$ cat config.mk
export PLATFORM = sky130hd
export DESIGN_NAME = mem_access_ctrl
export DESIGN_NICKNAME = d
export VERILOG_FILES = /design/src/rtl/mem_access_ctrl.sv
export SDC_FILE = /design/constraint.sdc
export NUM_CORES = 1
export LEC_CHECK = 0
export CAP_MARGIN = 5
export CORE_MARGIN = 2
export CORE_UTILIZATION = 46
export CTS_CLUSTER_SIZE = 14
export DETAILED_ROUTE_END_ITERATION = 8
export HOLD_SLACK_MARGIN = 0.08
export MAX_ROUTING_LAYER = met4
export PLACE_DENSITY_LB_ADDON = 0.3
export SYNTH_ARGS = -nofsm -noshare
export SYNTH_HDL_FRONTEND = slang
export SYNTH_SLANG_ARGS = --single-unit
$ cat constraint.sdc
create_clock -name clk -period 1.9 [get_ports clk]
set_input_delay 0.19 -clock clk [delete_from_list [all_inputs] [get_ports clk]]
set_output_delay 0.19 -clock clk [all_outputs]
set_load 0.02 [all_outputs]
$ cat src/rtl/mem_access_ctrl.sv
// mem_access_ctrl: MAR/MDR sequencer for the RSC chip.
// Arbitrates between an instruction-fetch requester and a data (load/store)
// requester, drives the MAR/MDR select codes and memory strobes for the
// granted access, and aborts with err when memory never raises mem_ready.
//
// Build option: define MEM_ARB_RR_EN for round-robin arbitration between
// fetch and data. Left undefined, data always wins over fetch.
module mem_access_ctrl #(
  parameter int unsigned TIMEOUT_CYCLES = 15,
  parameter int unsigned CNT_W          = 8
) (
  input  logic       clk,
  input  logic       rst,
  input  logic       fetch_req,
  output logic       fetch_ack,
  input  logic       data_req,
  input  logic       data_we,
  output logic       data_ack,
  input  logic       mem_ready,
  output logic       mem_rd,
  output logic       mem_wr,
  output logic [2:0] w_mme,
  output logic [2:0] r_mme,
  output logic [1:0] grant,
  output logic       busy,
  output logic       err
);

  typedef enum logic [2:0] {
    S_IDLE    = 3'd0,
    S_LD_MAR  = 3'd1,
    S_RD_WAIT = 3'd2,
    S_RD_OUT  = 3'd3,
    S_LD_MDR  = 3'd4,
    S_WR_WAIT = 3'd5
  } state_t;

  state_t           r_state;
  state_t           w_state_next;
  logic             r_owner_data;  // 1: data requester owns MAR/MDR, 0: fetch
  logic             r_we;          // latched store flag for the current access
  logic [CNT_W-1:0] r_cnt;         // cycles spent in the current wait state
  logic             w_pick_data;
  logic             w_any_req;
  logic             w_tmo;
  logic             w_ack;

  assign w_any_req = fetch_req | data_req;
  // Timeout fires one cycle after TIMEOUT_CYCLES wait cycles have elapsed.
  assign w_tmo     = (r_cnt == CNT_W'(TIMEOUT_CYCLES));

`ifdef MEM_ARB_RR_EN
  logic r_last_data;  // 1: data was served last, 0: fetch was served last

  // Round robin: on a tie, the requester not served last wins.
  always_comb begin
    w_pick_data = data_req & (~fetch_req | ~r_last_data);
  end

  // Remember who finished last (ack or timeout abort).
  always_ff @(posedge clk) begin
    if (rst) begin
      r_last_data <= 1'b0;
    end else if (w_ack || err) begin
      r_last_data <= r_owner_data;
    end
  end
`else
  // Fixed priority: data over fetch.
  always_comb begin
    w_pick_data = data_req;
  end
`endif

  // State register.
  always_ff @(posedge clk) begin
    if (rst) begin
      r_state <= S_IDLE;
    end else begin
      r_state <= w_state_next;
    end
  end

  // Latch owner and direction at grant; run the wait-cycle counter.
  always_ff @(posedge clk) begin
    if (rst) begin
      r_owner_data <= 1'b0;
      r_we         <= 1'b0;
      r_cnt        <= '0;
    end else begin
      if (r_state == S_IDLE && w_any_req) begin
        r_owner_data <= w_pick_data;
        r_we         <= w_pick_data & data_we;
      end
      if (r_state == S_RD_WAIT || r_state == S_WR_WAIT) begin
        r_cnt <= r_cnt + 1'b1;
      end else begin
        r_cnt <= '0;
      end
    end
  end

  // Next-state logic and per-state select codes, strobes and pulses.
  always_comb begin
    w_state_next = r_state;
    w_mme        = 3'b000;
    r_mme        = 3'b000;
    mem_rd       = 1'b0;
    mem_wr       = 1'b0;
    w_ack        = 1'b0;
    err          = 1'b0;
    unique case (r_state)
      S_IDLE: begin
        if (w_any_req) begin
          w_state_next = S_LD_MAR;
        end
      end
      S_LD_MAR: begin
        w_mme        = 3'b100;
        w_state_next = r_we ? S_LD_MDR : S_RD_WAIT;
      end
      S_RD_WAIT: begin
        w_mme = 3'b001;
        r_mme = 3'b100;
        if (w_tmo) begin
          err          = 1'b1;
          w_state_next = S_IDLE;
        end else begin
          mem_rd = 1'b1;
          if (mem_ready) begin
            w_state_next = S_RD_OUT;
          end
        end
      end
      S_RD_OUT: begin
        r_mme        = 3'b010;
        w_ack        = 1'b1;
        w_state_next = S_IDLE;
      end
      S_LD_MDR: begin
        w_mme        = 3'b010;
        r_mme        = 3'b100;
        w_state_next = S_WR_WAIT;
      end
      S_WR_WAIT: begin
        r_mme = 3'b001;
        if (w_tmo) begin
          err          = 1'b1;
          w_state_next = S_IDLE;
        end else begin
          mem_wr = 1'b1;
          if (mem_ready) begin
            w_ack        = 1'b1;
            w_state_next = S_IDLE;
          end
        end
      end
      default: begin
        w_state_next = S_IDLE;
      end
    endcase
  end

  // Ownership and activity flags derived from state and latched owner.
  always_comb begin
    busy      = (r_state != S_IDLE);
    grant     = busy ? (r_owner_data ? 2'b10 : 2'b01) : 2'b00;
    fetch_ack = w_ack & ~r_owner_data;
    data_ack  = w_ack & r_owner_data;
  end

endmodule

### Word-level counts from Yosys, hierarchy flattened

Index checks and enable logic that the tools add are counted.

* reduce and logical (&&, ||, !) cells: 8
* muxes and demuxes: 19
* equal/unequal tests: 9
* add/sub/neg operators: 1
* bitwise operators: 6

Operators with widths (count)
* 3-bit two-way mux: 6
* 3-bit case mux with 3 select lines: 2
* 3-bit case mux with 5 select lines: 1
* 8-bit by 1-bit adder with 8-bit output, second input constant: 1
* 8-bit by 4-bit equality test with 1-bit output, second input constant: 1
* 1-bit two-way mux: 7
* 3-bit by 2-bit equality test with 1-bit output, second input constant: 2
* 3-bit equality test, second input constant: 2
* 3-bit inequality test, second input constant: 2
* 2-bit OR reduction: 3
* 2-bit two-way mux: 2
* 1-bit AND: 3
* 3-bit by 1-bit equality test with 1-bit output, second input constant: 1
* 3-bit logical NOT: 1
* 3-bit AND reduction: 1
* 3-bit nonzero test: 1
* 2-bit inequality test, second input constant: 1
* 1-bit inverter: 2
* 1-bit case mux with 2 select lines: 1
* 1-bit logical AND: 1
* 1-bit logical OR: 1
* 1-bit bitwise OR: 1

* input port bits: 6
* output and inout port bits: 14
* flip-flop bits (word level): 13

### Logic depth before layout (Yosys ltp)

* word-level depth: 4
* depth in mapped cells: 6
* mapped depth without buffers: 5

### Least setup slack after synthesis

OpenSTA, ideal clock, no wires.

* kind: register to output
* from: register r_cnt[0]
* to: output port data_ack
* required time: 1.710 ns
* slack: 0.100 ns
* arrival time: 1.610 ns
* cell stages (with the launch flop): 7
* path through: dfxtp_1 -> ha_1 -> and3_1 -> clkbuf_1 -> a21oi_1 -> a21boi_1 -> nor3b_1

* longest elaborated chain between the ends: 4

RTL lines
* start, declared: line 42 `logic [CNT_W-1:0] r_cnt;`
* start signal, assigned: line 96 `r_cnt <= r_cnt + 1'b1;`
* 8-bit by 4-bit equality test with 1-bit output: line 50 `assign w_tmo = (r_cnt == CNT_W'(TIMEOUT_CYCLES));`
* 1-bit two-way mux: line 147 `if (w_tmo) begin`
* 1-bit case mux with 2 select lines: line 112 `unique case (r_state)`
* 1-bit AND: line 169 `data_ack = w_ack & r_owner_data;`
* end, declared: line 18 `output logic data_ack,`

Every way passes these cells.

### Worst setup path in the final report

* from: register r_cnt[1]
* to: output port mem_wr

* longest elaborated chain between the ends: 3

RTL lines
* 8-bit by 4-bit equality test with 1-bit output: line 50
* 1-bit two-way mux: line 147
* 1-bit two-way mux: line 112
* end, declared: line 21 `output logic mem_wr,`

Every way passes these cells.

==> impl_metrics.json <==
{
  "status": "finished, final reports clean",
  "row_count": 14,
  "crit_fanout": 2,
  "cp.required_ns": 1.71,
  "route.detailed.drc": 0,
  "cp-start-kind": "register",
  "multi_input_area_um2": 483,
  "synth_area_leader_cell": "dfxtp_1",
  "fin_ws_ns": 0.0969,
  "hold_viol": 0,
  "antenna_found_initial": 0,
  "worst-setup-path-type": "reg2out",
  "synth_seq_area_share": 0.343,
  "clk_pin_slew_ns": 0.08,
  "grt-ovfl-total": 0,
  "vdd_drop_max_mv": 0.756,
  "dpl.hpwl_mm": 1.50,
  "wl_per_cell_um": 13.6,
  "syn_area_per_cell_um2": 8.17,
  "maxCapViolations": 0,
  "fin_util": 0.717,
  "cts.htree.levels": 1,
  "timing.hold.ws_ns": 0.521,
  "n_antenna_cell": 0,
  "regArea_um2": 262,
  "start_util": 0.498,
  "synth_flop_cell": "dfxtp_1",
  "min_period_ns": 1.80,
  "nets": 135,
  "fin_area_mm2": 0.00109,
  "clock_latency_ns": 0.27,
  "tightest_slew_ns": 0.279,
  "dp_slack_ns": -0.115,
  "clock-sinks": 13,
  "routed_wl_mm": 1.93,
  "power_density_mw_per_mm2": 1150,
  "hp-class": "reg2reg",
  "crit_arrival_ns": 1.61,
  "postRouteAntennaNets": 0,
  "cts_tree": "built",
  "final.setup_skew_ns": 0.00330,
  "core_mm2": 0.00152,
  "finalCritPeriodShare": 0.949,
  "die_area_mm2": 0.00199,
  "rr_worst_depth": 7,
  "routed-via-count": 775,
  "area_delta_synth_final_pct": 43.8,
  "synth_area_um2": 759,
  "routabilityCongestion": 0.872,
  "clk_path_buf_depth": 2,
  "cts_root_buffer": "clkbuf_4",
  "grt_max_degree": 11,
  "drive_above_1_share": 0.238,
  "grt_pass1_vias": 727,
  "synth_top_cell_area_share": 0.343,
  "final_common_cell": "nor2_1",
  "p_leak_uw": 0.000486,
  "synth_fp_nets": 101,
  "synth_area_leaders": "dfxtp_1, nor2_1, xnor2_1, xor2_1, and2_1",
  "min_path_cells": 2,
  "slew_headroom": 0.813,
  "io_buffers": 19,
  "rsz0062_at_grt": "yes",
  "yosys_warnings": 0,
  "grt_pass1_wl_mm": 3.08,
  "fillers": 115,
  "async_flop_share": 0,
  "fin_tns_setup_ns": 0,
  "routed_via_density": 5.46,
  "ys_types": 36,
  "die_y_um": 44.6,
  "first_pass_iters": 4,
  "dr.first_iter.drc_count": 28,
  "die_x_um": 44.6,
  "max_freq_ghz": 0.555,
  "io-pin-count": 20,
  "post_dp_cell_area_mm2": 0.00105,
  "worstSetupEndpointType": "output port",
  "synth-seq-cells": 13,
  "slew_violations": 0,
  "track_usage": 0.223,
  "synth-edff-count": 0,
  "layout_common_cells": "nor2_1, buf_4, dfxtp_1",
  "synthCells": 93,
  "finalSetupViolations": 0,
  "cts_buffers": 3,
  "cts_setup_buffers": 0
}
-- where the power goes --
part,switching (uW),leakage [uW],internal [uW]
registers,30.8,0.000106,309
logic,401,0.000365,340
clock network,91.7,0.0000150,81.4
-- cell type report --
cell class                      count  share of cell area
Tap cell                           16              0.0183
Inverter                            6              0.0206
Multi-Input combinational cell     70               0.442
Sequential cell                    13               0.239
Timing Repair Buffer               33               0.255
Clock buffer                        4              0.0241
-- stage by stage --
stage	total power, uW	instances
floorplan	788	93
global placement	1060	138
detailed placement	1090	138
CTS	1240	142
global route	1330	142
finish	1250	142
-- per-layer routing --
layer  up-vias  wire (um)  track usage
met5         -          0            -
met4         0         32       0.0788
met3         4         87       0.0653
met2        21        939        0.351
met1       365        873        0.267
li1        385          -            -
-- state kept, by name (all words and copies together) (netlist names) --
signal,count
r_cnt,8
r_state,3
r_we,1
r_owner_data,1
-- critical path, stage by stage (launching register included) --
cell,delay (ns)
dfxtp_1,0.33
ha_1,0.20
and3_4,0.19
a21oi_2,0.18
and2_1,0.15
clkdlybuf4s15_1,0.29
-- cell usage after synthesis (all sizes together), types with 2 or more instances --
master,number
buf,3
xnor2,3
and3,2
nand4,2
nor2b,2
nor2,17
xor2,3
nand3,2
nand2b,3
a21oi,4
and2,4
inv,6
dfxtp,13
nor3b,2
ha,2
nand2,5
nor3,3
-- cell families after synthesis --
family | synth area share
DFF | 0.343
xor gates and xnor gates | 0.0692
buffers and inverters | 0.0577
adders and majority gates | 0.0329
AOI/OAI and AO/OA | 0.166
and+or+nand+nor | 0.331
-- timing repair --
action	in CTS	in global routing
endpoints found under the setup margin	10	12
pin swaps	0	2
gates resized for setup	20	11
hold buffers	0	0
-- path summary, 6_finish.rpt --
kind	start	end	slack [ns]
max	r_cnt[1]	mem_wr	0.1
min	r_cnt[0]	r_cnt[0]	0.52
max reg2reg	r_cnt[1]	r_state[1]	0.28
min reg2reg	r_cnt[0]	r_cnt[0]	0.52
Note: power is estimated with default switching activity, not from simulation.
